**config.mk**
```make
export PLATFORM = sky130hd
export DESIGN_NAME = mt_thread_sched
export DESIGN_NICKNAME = d
export VERILOG_FILES = /design/src/rtl/mt_thread_sched.sv
export SDC_FILE = /design/constraint.sdc
export NUM_CORES = 1
export LEC_CHECK = 0
export BUFFER_PORTS_ARGS = -buffer_cell sky130_fd_sc_hd__buf_4
export CORE_MARGIN = 1.5
export CORE_UTILIZATION = 55
export CTS_CLUSTER_SIZE = 12
export DETAILED_ROUTE_END_ITERATION = 10
export MAX_ROUTING_LAYER = met4
export PLACE_DENSITY = 0.87
export SKIP_CTS_REPAIR_TIMING = 1
export SLEW_MARGIN = 20
export SYNTH_ARGS = -nofsm -noshare
export SYNTH_HDL_FRONTEND = slang
export SYNTH_SLANG_ARGS = --single-unit
```
**constraint.sdc**
```tcl
create_clock -name clk -period 5.95 [get_ports clk]
set_input_delay 0.595 -clock clk [delete_from_list [all_inputs] [get_ports clk]]
set_output_delay 0.595 -clock clk [all_outputs]
set_load 0.01 [all_outputs]
```
**src/rtl/mt_thread_sched.sv**
```systemverilog
// Barrel-processor thread scheduler: round-robin issue over runnable threads, per-thread in-flight
// tracking, and a fixed-depth delay line that turns issued thread IDs into writeback thread IDs.
module mt_thread_sched #(
  parameter int unsigned NUM_THREADS = 8,
  parameter int unsigned PIPE_DEPTH  = 4,
  localparam int unsigned BITS_THREADS = $clog2(NUM_THREADS)
) (
  input  logic                    clk,
  input  logic                    rst,
  input  logic                    start_valid,
  input  logic [BITS_THREADS-1:0] start_tid,
  input  logic                    halt_valid,
  input  logic [BITS_THREADS-1:0] halt_tid,
  output logic                    issue_valid,
  output logic [BITS_THREADS-1:0] tid_read,
  output logic                    wb_valid,
  output logic [BITS_THREADS-1:0] tid_write,
  output logic [NUM_THREADS-1:0]  active_mask,
  output logic [NUM_THREADS-1:0]  inflight_mask
);

  logic [BITS_THREADS-1:0] last_tid_q;
  logic [PIPE_DEPTH-1:0]   pipe_v_q;
  logic [BITS_THREADS-1:0] pipe_tid_q [PIPE_DEPTH];

  logic [NUM_THREADS-1:0]  kill_mask;
  logic [NUM_THREADS-1:0]  eligible;
  logic [NUM_THREADS-1:0]  active_d;
  logic [NUM_THREADS-1:0]  inflight_d;
  logic                    sel_found;
  logic [BITS_THREADS-1:0] sel_tid;
  logic [BITS_THREADS-1:0] idx;

  assign wb_valid  = pipe_v_q[PIPE_DEPTH-1];
  assign tid_write = pipe_tid_q[PIPE_DEPTH-1];

  always_comb begin
    // A halt in this cycle must already block the issue decided at this edge, unless the same
    // thread is being restarted (start wins).
    kill_mask = '0;
    if (halt_valid && !(start_valid && (start_tid == halt_tid))) begin
      kill_mask[halt_tid] = 1'b1;
    end
    eligible = active_mask & ~inflight_mask & ~kill_mask;

    sel_found = 1'b0;
    sel_tid   = last_tid_q;
    idx       = last_tid_q;
    for (int i = 1; i <= int'(NUM_THREADS); i++) begin
      idx = last_tid_q + BITS_THREADS'(i);
      if (!sel_found && eligible[idx]) begin
        sel_found = 1'b1;
        sel_tid   = idx;
      end
    end

    active_d = active_mask;
    if (halt_valid) active_d[halt_tid] = 1'b0;
    if (start_valid) active_d[start_tid] = 1'b1;

    // Retiring thread is still marked in flight above, so it never collides with the issue set.
    inflight_d = inflight_mask;
    if (wb_valid) inflight_d[tid_write] = 1'b0;
    if (sel_found) inflight_d[sel_tid] = 1'b1;
  end

  always_ff @(posedge clk or posedge rst) begin
    if (rst) begin
      active_mask   <= NUM_THREADS'(1);
      inflight_mask <= '0;
      last_tid_q    <= BITS_THREADS'(NUM_THREADS - 1);
      issue_valid   <= 1'b0;
      tid_read      <= '0;
    end else begin
      active_mask   <= active_d;
      inflight_mask <= inflight_d;
      issue_valid   <= sel_found;
      if (sel_found) begin
        tid_read   <= sel_tid;
        last_tid_q <= sel_tid;
      end
    end
  end

  // Tids only advance with valid entries so the last stage holds its tid across bubbles.
  always_ff @(posedge clk or posedge rst) begin
    if (rst) begin
      pipe_v_q <= '0;
      for (int i = 0; i < int'(PIPE_DEPTH); i++) pipe_tid_q[i] <= '0;
    end else begin
      pipe_v_q[0] <= issue_valid;
      if (issue_valid) pipe_tid_q[0] <= tid_read;
      for (int i = 1; i < int'(PIPE_DEPTH); i++) begin
        pipe_v_q[i] <= pipe_v_q[i-1];
        if (pipe_v_q[i-1]) pipe_tid_q[i] <= pipe_tid_q[i-1];
      end
    end
  end

endmodule

```
# Word-level counts from Yosys, hierarchy flattened
# Index checks and enable logic that the tools add are counted.
# classes
eq_ne	1
n_reduce_logical	21
bitwise_logic	10
add_sub_neg	7
muxes	45
magnitude_cmp	16
# ops
cell	count
< comparator 3 x 4 -> 1 bit, second input constant	12
2-to-1 mux 8 bit	5
AND 8 bit	4
inverter 8 bit	4
binary-select mux 1 bit (select 3 bit)	8
2-to-1 mux 3 bit	8
2-to-1 mux 1 bit	20
OR 8 bit	2
logical AND 1 bit	13
adder 3 bit, second input constant	4
demux 1 bit (select 3 bit)	4
greater-or-equal comparator 3 x 1 -> 1 bit, second input constant	4
zero test 1 bit	8
adder 3 x 2 -> 3 bit, second input constant	2
adder 3 x 1 -> 3 bit, second input constant	1
== test 3 bit	1
# totals
wordCells	110
in_bits	10
output_inout_bits	24
register_bits	39

# Logic depth before layout (Yosys ltp)
# Gate-level depths: netlist (run 1).
# depth
ltp_word	37
ltp_mapped	12
mapped_depth_nobuf	11

# Least setup slack after synthesis (run 1)
# OpenSTA, ideal clock, no wires.
# synth_timing
path_kind	register -> register
start	register last_tid_q[1]
end	register inflight_mask[0]
t_required_ns	5.840
path_buffers	2
setup_slack_ns	2.202
period_less_slack_ns	3.748
path_stages_with_launch	12
setup_ns	0.110
arrival_ns	3.638
path_cell_list	dfstp_2 -> clkbuf_1 -> clkinv_1 -> ha_1 -> clkbuf_1 -> mux4_2 -> a2bb2oi_1 -> or3_4 -> nor4b_2 -> o22a_2 -> inv_2 -> o41ai_1
# synth_between
elab_chain_cells	31
word_cells_on_any_way	60
cone_classes	add/sub (7); order compare (2); mux (35); bitwise (1); reduce/logical (15)
# synth_rtl
element	line	rtl
from (decl)	22	logic [BITS_THREADS-1:0] last_tid_q;
from (signal assigned)	71	last_tid_q <= BITS_THREADS'(NUM_THREADS - 1);
from (signal assigned)	80	last_tid_q <= sel_tid;
adder 3 x 1 -> 3 bit	50	idx = last_tid_q + BITS_THREADS'(i);
binary-select mux 1 bit (select 3 bit)	51	if (!sel_found && eligible[idx]) begin
2-to-1 mux 1 bit (not written as such)	51	
2-to-1 mux 1 bit	51	
zero test 1 bit	51	
logical AND 1 bit	51	
2-to-1 mux 1 bit	51	
zero test 1 bit	51	
[... 16 more ...]	n/a	
2-to-1 mux 3 bit	51	
< comparator 3 x 4 -> 1 bit (not written as such) or greater-or-equal comparator 3 x 1 -> 1 bit (tied branches)	64	if (sel_found) inflight_d[sel_tid] = 1'b1;
logical AND 1 bit (not written as such)	64	
2-to-1 mux 1 bit (not written as such)	64	
demux 1 bit (select 3 bit)	64	
OR 8 bit (no line)	n/a	
2-to-1 mux 8 bit *	64	
named net inflight_d[0]	29	logic [NUM_THREADS-1:0] inflight_d;
to (signal assigned)	76	inflight_mask <= inflight_d;
to (decl)	19	output logic [NUM_THREADS-1:0] inflight_mask
# The timed path passes the listed nets; every way through them passes the cells marked *. The select of a mux whose other input is x is not followed.
# A chain may end at the register's enable or synchronous reset.

# Final worst setup path (run 1)
# layout_timing
start	register last_tid_q[1]
end	register tid_read[0]
# layout_between
elab_chain_cells	25
word_cells_on_any_way	53
cone_classes	add/sub (7); mux (32); reduce/logical (14)
# layout_rtl
element	line	rtl
adder 3 x 1 -> 3 bit	50	
binary-select mux 1 bit (select 3 bit)	51	
2-to-1 mux 1 bit (not written as such)	51	
2-to-1 mux 1 bit	51	
zero test 1 bit	51	
logical AND 1 bit	51	
2-to-1 mux 1 bit	51	
zero test 1 bit	51	
[... 9 more ...]	n/a	
logical AND 1 bit	51	
2-to-1 mux 1 bit	51	
zero test 1 bit	51	
logical AND 1 bit	51	
2-to-1 mux 1 bit	51	
zero test 1 bit	51	
logical AND 1 bit	51	
2-to-1 mux 3 bit or 2-to-1 mux 1 bit (tied branches)	51	
to (signal assigned)	79	tid_read <= sel_tid;
to (decl)	15	output logic [BITS_THREADS-1:0] tid_read,
# Several ways; a longest one is shown, not always the timed one. The select of a mux whose other input is x is not followed.

==> results of run 1 <==
how the worst max path moves through the flow:
stage	cells after the start	endpoint	slack, ns
finish	11	tid_read[0]	1.61
global route	9	inflight_mask[1]	1.27
CTS	9	inflight_mask[2]	1.68
detailed placement	9	inflight_mask[2]	1.70
global placement	9	inflight_mask[3]	1.84
floorplan	11	inflight_mask[0]	2.20
layout make-up:
cell class | count | area (um^2)
Fill cell | 418 | 1810
Multi-Input combinational cell | 232 | 1810
Sequential cell | 39 | 981
Timing Repair Buffer | 34 | 255
Tap cell | 70 | 87.6
Clock buffer | 5 | 68.8
Inverter | 13 | 48.8
Clock inverter | 3 | 43.8
registers in the layout (all words and copies together), names as in the netlist:
| signal | cells |
|---|---|
| active_mask | 8 |
| tid_read | 3 |
| pipe_v_q | 4 |
| pipe_tid_q | 9 |
| issue_valid | 1 |
| last_tid_q | 3 |
| tid_write | 3 |
| inflight_mask | 8 |
through the flow:
step / hold slack (ns) / setup WS [ns] / area [um^2]
6_report: 0.408 / 1.61 / 3290
5_1_grt: 0.462 / 1.27 / 3290
4_1_cts: 0.413 / 1.68 / 3290
3_5_place_dp: 0.449 / 1.70 / 3180
3_3_place_gp: 0.435 / 1.84 / 3180
2_1_floorplan: 0.416 / 2.20 / 2920
kinds of logic (layout without fill, tap and decap cells):
kind of cell / after synthesis / count (layout) / synth area share [%]
XOR/XNOR: 11 / 11 / 4.07
multiplexers: 25 / 25 / 11.1
AND/OR/NAND/NOR: 92 / 92 / 18.1
adder cells (fa/ha/maj): 2 / 2 / 0.856
buffers and inverters: 29 / 55 / 4.58
flip-flops: 39 / 39 / 33.6
AO/OA/AOI/OAI: 102 / 102 / 27.7
per-layer routing:
layer  track usage (%)  wire (um)  vias to the layer above
li1                  -          -                     1228
met1              38.4       3420                     1295
met2              46.6       3840                      167
met3              6.14        633                       28
met4              11.9        289                        0
met5                 -          0                        -
critical path, delay by kind of cell (launching register included):
kind | cells | cell delay, ns
XOR/XNOR | 1 | 0.27
adder cells (fa/ha/maj) | 1 | 0.63
flip-flops | 1 | 0.81
AND/OR/NAND/NOR | 3 | 0.87
multiplexers | 1 | 0.31
buffers and inverters | 3 | 0.85
AO/OA/AOI/OAI | 2 | 0.45
layout by cell type, fill, tap and decap left out, types with 5 or more instances in the layout:
cell and n:
nor2_1 9, nand2b_1 9, mux2_2 16, mux2i_1 5, nor3b_1 5, a21oi_1 6, clkbuf_8 5, buf_4 34
nor2b_1 7, inv_1 8, o221ai_1 5, o22ai_1 6, dfrtp_1 35, o41ai_1 8, a41oi_1 7, o21ai_0 21
nand2_1 30
==> flow_metrics.env, run 1 <==
export IMPL_status="finished, final reports clean"
export IMPL_cts_buffers=5
export IMPL_syn_inst=300
export IMPL_rows=26
export IMPL_areaGrowthSynthToFinish_pct=12.7
export IMPL_r2r_end="tid_read[0]"
export IMPL_crit_fanout=21
export IMPL_hp_class="input port to async pin"
export IMPL_max_freq_mhz=231
export IMPL_drive_gt1_share_pct=25.8
export IMPL_vias=2718
export IMPL_critPathCaptureType="flip-flop"
export IMPL_synth_top_area_share_pct=30.0
export IMPL_ys_seq_elements=39
export IMPL_grt_usage_pct=29.9
export IMPL_grt_first_pass_wirelength_mm=13.4
export IMPL_post_route_period_util_pct=72.9
export IMPL_yosysMostFrequentCell="dfrtp_1"
export IMPL_ff2ff_setup_slack_ns=1.61
export IMPL_worstMarginPinSlew_ns=0.730
export IMPL_worstReg2RegStart="last_tid_q[1]"
export IMPL_clock_path_buffers=2
export IMPL_worstSetupPathType="flip-flop to flip-flop"
export IMPL_clock_sinks=39
export IMPL_drtPass1Iterations=6
export IMPL_drc=0
export IMPL_path_clk_slew_ns=0.08
export IMPL_ios=34
export IMPL_grt_pass1_vias=2541
export IMPL_synth_edf_count=0
export IMPL_synth_common_cells="35 x dfrtp_1, 30 x nand2_1, 21 x o21ai_0"
export IMPL_syn_nets=312
export IMPL_rsz0062_at_grt="no"
export IMPL_finalMaxSlewViolations=0
export IMPL_post_route_util_pct=64.5
export IMPL_yosysWarningCount=0
export IMPL_routed_wirelength_mm=8.18
export IMPL_postRouteAntennaNets=0
export IMPL_dieWidth_um=75.9
export IMPL_synth_area_mm2=0.00292
export IMPL_ys_types=74
export IMPL_die_h_um=75.9
export IMPL_start_util_pct=57.2
export IMPL_viasPerCell=6.86
export IMPL_ys_seq_area_share_pct=33.6
export IMPL_dp_hpwl_mm=6.04
export IMPL_htree_levels=2
export IMPL_grt_remaining_overflow=0
export IMPL_die_area_mm2=0.00576
export IMPL_core_mm2=0.00511
export IMPL_cts_tree="done"
export IMPL_place_congestion=1.02
export IMPL_async_flop_share_pct=100
export IMPL_io_buffers=33
export IMPL_fin_worst_skew_ns=0.0102
export IMPL_tns_ns=0
export IMPL_final_cell_count_no_fill=396
export IMPL_max_stage_delay_ns=0.81
export IMPL_critical_path_most_common_cell="clkinv_1"
export IMPL_synth_top_area_cell="dfrtp_1"
export IMPL_finalHoldViolCount=0
export IMPL_cp_cell_sequence="clkinv_1 -> ha_1 -> clkinv_1 -> o221ai_1 -> nand2_1 -> nor3b_1 -> or4_1 -> o21bai_1 -> xnor2_1 -> inv_2 -> mux2_2"
export IMPL_antenna_found_initial=0
export IMPL_cp_slowest_cell="dfstp_2"
export IMPL_reg2reg_depth=11
export IMPL_diodes=0
export IMPL_fin_nets=337
export IMPL_startpoint_type="flip-flop"
export IMPL_drt_iter0_markers=259
export IMPL_synth_area_top_cells="dfrtp_1 30%, mux2_2 6.2%, nand2_1 3.9%, dfstp_2 3.6%, o21ai_0 3.6%"
export IMPL_grt_start_max_net_pins=40
export IMPL_root_buffer="clkbuf_8"
export IMPL_arrival_ns=4.51
export IMPL_avgRoutedWirePerCell_um=20.7
export IMPL_maxSlewHeadroom_pct=51.2
export IMPL_clk_latency_ns=0.29
export IMPL_synthFlopType="dfrtp_1"
export IMPL_final_setup_viol_count=0
export IMPL_placed_cells=388
export IMPL_period_needed_ns=4.34
export IMPL_crit_required_ns=6.12
export IMPL_cp_startpoint="last_tid_q[1]"
export IMPL_avgSynthCellArea_um2=9.74
export IMPL_drv_cap=0
Power of run 1 is left out: the tool's default activity adds up to more than one toggle a clock period on the data nets, which glitch-free logic cannot reach.
==> run 2, diff against run 1 <==
Settings changed: CORE_UTILIZATION 55 to 53.
Clock period 5.95 ns to 3.5 ns, I/O delays scaled along.
==> flow_metrics.env, run 2 (synthesized netlist as in run 1, its figures left out) <==
export IMPL_status="finished with violations"
export IMPL_violations="negative setup slack"
export IMPL_startpoint_type="flip-flop"
export IMPL_seq_area_um2=981
export IMPL_diodes=0
export IMPL_worstReg2RegStart="last_tid_q[0]"
export IMPL_fill_cells=377
export IMPL_cts_tree="done"
export IMPL_critPathCaptureType="flip-flop"
export IMPL_fin_nets=363
export IMPL_start_util_pct=56.2
export IMPL_cts_buffers=5
export IMPL_grt_start_max_net_pins=40
export IMPL_avgRoutedWirePerCell_um=20.8
export IMPL_largest_register_ffs=9
export IMPL_fin_ws_ns=-0.170
export IMPL_dieWidth_um=77.3
export IMPL_clock_sinks=39
export IMPL_grt_first_pass_wirelength_mm=13.9
export IMPL_drive_gt1_share_pct=33.0
export IMPL_crit_required_ns=3.64
export IMPL_post_route_util_pct=67.7
export IMPL_dp_hpwl_mm=6.43
export IMPL_final_common_cell="buf_4"
export IMPL_finalHoldViolCount=0
export IMPL_routed_wirelength_mm=8.76
export IMPL_antenna_found_initial=0
export IMPL_fin_worst_skew_ns=0.00491
export IMPL_root_buffer="clkbuf_8"
export IMPL_drc=0
export IMPL_grt_pass1_vias=2640
export IMPL_die_area_mm2=0.00597
export IMPL_drtPass1Iterations=5
export IMPL_drv_cap=0
export IMPL_hp_class="input port to async pin"
export IMPL_max_freq_mhz=272
export IMPL_areaGrowthSynthToFinish_pct=20.5
export IMPL_crit_fanout=7
export IMPL_core_mm2=0.00520
export IMPL_cp_startpoint="last_tid_q[0]"
export IMPL_clk_latency_ns=0.29
export IMPL_drt_iter0_markers=295
export IMPL_die_h_um=77.3
export IMPL_arrival_ns=3.81
export IMPL_maxSlewHeadroom_pct=61.4
export IMPL_worstMarginPinSlew_ns=0.577
export IMPL_reg2reg_depth=10
export IMPL_worstSetupPathType="flip-flop to flip-flop"
export IMPL_postRouteAntennaNets=0
export IMPL_largest_register="pipe_tid_q"
export IMPL_grt_remaining_overflow=0
export IMPL_final_cell_mix="59 x buf_4, 35 x dfrtp_1, 30 x nand2_1"
export IMPL_vias=2951
export IMPL_grt_usage_pct=30.4
export IMPL_multi_input_area_mm2=0.00187
export IMPL_clock_path_buffers=2
export IMPL_ios=34
export IMPL_period_needed_ns=3.67
export IMPL_io_buffers=33
export IMPL_ff2ff_setup_slack_ns=-0.17
export IMPL_path_clk_slew_ns=0.08
export IMPL_crit_end="inflight_mask[0]"
export IMPL_final_setup_viol_count=1
export IMPL_post_route_period_util_pct=105
export IMPL_reg_largest_list="pipe_tid_q (9), active_mask (8), inflight_mask (8)"
export IMPL_htree_levels=2
export IMPL_rsz0062_at_grt="yes"
export IMPL_r2r_end="inflight_mask[0]"
export IMPL_viasPerCell=6.99
export IMPL_finalMaxSlewViolations=0
export IMPL_place_congestion=0.941
export IMPL_rows=26
==> run 2: critical path, stage by stage, from the launching register on <==
cell,delay [ns]
dfstp_2,0.60
inv_1,0.15
ha_1,0.36
buf_4,0.18
mux4_2,0.54
a2bb2oi_1,0.19
or3_4,0.37
nor4b_2,0.23
o22a_2,0.27
inv_2,0.09
o41ai_1,0.54
==> run 2: worst min-delay path by stage <==
stage                           start          endpoint
after floorplan           pipe_v_q[0]       pipe_v_q[1]
after global placement    pipe_v_q[1]       pipe_v_q[2]
after detailed placement  pipe_v_q[0]       pipe_v_q[1]
after CTS                         rst       issue_valid
after global routing              rst  inflight_mask[2]
final                             rst     pipe_tid_q[7]
==> run 2: cell type report <==
| cell class | instances | share of cell area, % |
|---|---|---|
| clock buffers | 6 | 2.06 |
| clock inverters | 2 | 0.355 |
| inverters | 13 | 1.42 |
| multi-input cells | 232 | 52.9 |
| flip-flops and latches | 39 | 27.8 |
| well taps | 70 | 2.49 |
| repair buffers | 60 | 12.9 |
==> run 2: metrics by stage <==
stage	cell area [um^2]	TNS, ns	hold slack (ns)	setup WS (ns)	cells
after floorplan	2930	0	0.416	0.161	300
after global routing	3520	-0.750	0.224	-0.336	422
after CTS	3460	0	0.186	0.0993	422
after detailed placement	3380	-0.205	0.437	-0.0665	414
final	3520	-0.170	0.181	-0.170	422
after global placement	3380	0	0.430	0.0353	414
==> run 2: routing by layer <==
metal | track usage [%] | up-vias | wire length (um)
met5 | - | - | 0
met4 | 11.1 | 0 | 330
met3 | 3.33 | 41 | 660
met2 | 49.3 | 208 | 4220
met1 | 39.5 | 1416 | 3550
li1 | - | 1286 | -
Power of run 2 is left out for the same reason.
==> run 3, diff against run 2 <==
--- a/config.mk
+++ b/config.mk
@@ -8,4 +8,6 @@
 export BUFFER_PORTS_ARGS = -buffer_cell sky130_fd_sc_hd__buf_4
+export CORE_ASPECT_RATIO = 2
 export CORE_MARGIN = 1.5
-export CORE_UTILIZATION = 53
+export CORE_UTILIZATION = 55
+export CTS_BUF_LIST = sky130_fd_sc_hd__clkbuf_2 sky130_fd_sc_hd__clkbuf_4 sky130_fd_sc_hd__clkbuf_8
 export CTS_CLUSTER_SIZE = 12
@@ -13,3 +15,3 @@
 export MAX_ROUTING_LAYER = met4
-export PLACE_DENSITY = 0.87
+export PLACE_DENSITY = 0.9
 export SKIP_CTS_REPAIR_TIMING = 1
--- a/constraint.sdc
+++ b/constraint.sdc
@@ -3,2 +3,2 @@
 set_output_delay 0.35 -clock clk [all_outputs]
-set_load 0.01 [all_outputs]
+set_load 0.02 [all_outputs]
==> flow_metrics.env, run 3 (synthesized netlist as in run 1, its figures left out) <==
export IMPL_status="finished with violations"
export IMPL_violations="negative setup slack"
export IMPL_grt_start_max_net_pins=40
export IMPL_place_congestion=1.08
export IMPL_reg2reg_depth=11
export IMPL_clock_path_buffers=2
export IMPL_placed_area_mm2=0.00335
export IMPL_clock_sinks=39
export IMPL_hp_class="input port to async pin"
export IMPL_critPathCaptureType="flip-flop"
export IMPL_viasPerCell=7.18
export IMPL_maxSlewHeadroom_pct=56.8
export IMPL_path_clk_slew_ns=0.08
export IMPL_drc=0
export IMPL_arrival_ns=3.68
export IMPL_finalMaxSlewViolations=0
export IMPL_avgRoutedWirePerCell_um=24.1
export IMPL_crit_required_ns=3.66
export IMPL_cts_tree="done"
export IMPL_diodes=0
export IMPL_final_area_mm2=0.00350
export IMPL_postRouteAntennaNets=0
export IMPL_crit_fanout=10
export IMPL_cp_startpoint="last_tid_q[1]"
export IMPL_max_freq_mhz=284
export IMPL_die_h_um=106
export IMPL_max_stage_delay_ns=0.66
export IMPL_drive_gt1_share_pct=33.4
export IMPL_ff2ff_setup_slack_ns=-0.02
export IMPL_critical_path_most_common_cell="buf_4"
export IMPL_fin_nets=361
export IMPL_cp_slowest_cell="dfstp_2"
export IMPL_cts_buffers=5
export IMPL_worstMarginPinSlew_ns=0.639
export IMPL_areaGrowthSynthToFinish_pct=19.8
export IMPL_htree_levels=2
export IMPL_fin_ws_ns=-0.0224
export IMPL_rsz0062_at_grt="yes"
export IMPL_ios=34
export IMPL_startpoint_type="flip-flop"
export IMPL_drt_iter0_markers=169
export IMPL_rows=37
export IMPL_drtPass1Iterations=5
export IMPL_dieWidth_um=54.5
export IMPL_largest_register_ffs=9
export IMPL_core_mm2=0.00514
export IMPL_routed_wirelength_mm=9.82
export IMPL_worstReg2RegStart="last_tid_q[1]"
export IMPL_reg_largest_list="pipe_tid_q (9), active_mask (8), inflight_mask (8)"
export IMPL_finalHoldViolCount=0
export IMPL_r2r_end="inflight_mask[0]"
export IMPL_final_cell_mix="58 x buf_4, 35 x dfrtp_1, 30 x nand2_1"
export IMPL_period_needed_ns=3.52
export IMPL_post_route_period_util_pct=101
export IMPL_final_setup_viol_count=1
export IMPL_io_buffers=33
export IMPL_cp_cell_sequence="buf_4 -> ha_1 -> buf_4 -> xnor2_1 -> mux4_1 -> buf_4 -> nor3b_2 -> o2bb2ai_1 -> o22a_2 -> inv_2 -> o41ai_1"
export IMPL_antenna_found_initial=0
export IMPL_grt_first_pass_wirelength_mm=14.9
export IMPL_drv_cap=0
export IMPL_start_util_pct=56.9
export IMPL_fin_worst_skew_ns=0.00858
export IMPL_worstSetupPathType="flip-flop to flip-flop"
export IMPL_die_area_mm2=0.00579
export IMPL_final_common_cell="buf_4"
export IMPL_clk_latency_ns=0.30
export IMPL_vias=2931
export IMPL_root_buffer="clkbuf_8"
export IMPL_grt_pass1_vias=2989
export IMPL_largest_register="pipe_tid_q"
export IMPL_grt_remaining_overflow=0
export IMPL_grt_usage_pct=37.7
export IMPL_dp_hpwl_mm=7.42
run 3: cell count changes in the layout (fill, tap and decap cells not counted):
cell and change:
a41oi_1 -2, a41oi_2 +2, buf_4 -1, buf_6 -1
clkbuf_1 -1, clkbuf_4 +1, nor2_2 +1, nor2_4 -1
nor3b_1 -1, nor3b_2 +1, o21ai_0 +2, o21ai_1 -2
o41ai_1 +1, o41ai_2 -1
run 3: area by class of cell:
class	instances	area, um^2
inverters	13	50.0
clock inverters	2	12.5
multi-input cells	232	1870
fillers	349	1640
repair buffers	58	435
well taps	58	72.6
clock buffers	6	76.3
flip-flops and latches	39	981
run 3: stage by stage:
step                worst slack [ns]  TNS, ns  hold slack [ns]  utilization, %  std cells
global route                  -0.150   -0.246            0.220            68.1        408
CTS                           0.0265        0            0.183            66.9        408
floorplan                      0.161        0            0.416               -        300
detailed placement            -0.129   -0.420            0.451            65.1        400
global placement              0.0219        0            0.437            65.1        400
finish                       -0.0224  -0.0224            0.170            68.1        408
run 3: how the worst max path moves through the flow:
stage	endpoint	slack (ns)	cells after the start
6_report	inflight_mask[0]	-0.02	11
2_1_floorplan	inflight_mask[0]	0.16	11
4_1_cts	inflight_mask[2]	0.03	10
3_5_place_dp	inflight_mask[4]	-0.13	10
5_1_grt	inflight_mask[0]	-0.15	10
3_3_place_gp	inflight_mask[4]	0.02	12
run 3: worst max-delay path, delay by kind of cell (launching register included):
family                   cells  cell delay (ns)
multiplexers                 1             0.40
buffers and inverters        4             0.63
flip-flops                   1             0.66
XOR/XNOR                     1             0.23
adder cells (fa/ha/maj)      1             0.20
AO/OA/AOI/OAI                3             0.98
AND/OR/NAND/NOR              1             0.26
run 3: metal layers:
| metal | up-vias | wire (um) | global-route usage, % | part of all wire, % |
|---|---|---|---|---|
| met5 | - | 0 | - | 0 |
| met2 | 165 | 5330 | 61.2 | 54 |
| met4 | 0 | 911 | 32.9 | 9.3 |
| li1 | 1272 | - | - | - |
| met3 | 69 | 446 | 4.35 | 4.5 |
| met1 | 1425 | 3130 | 36.9 | 32 |
Power of run 3 is left out for the same reason.
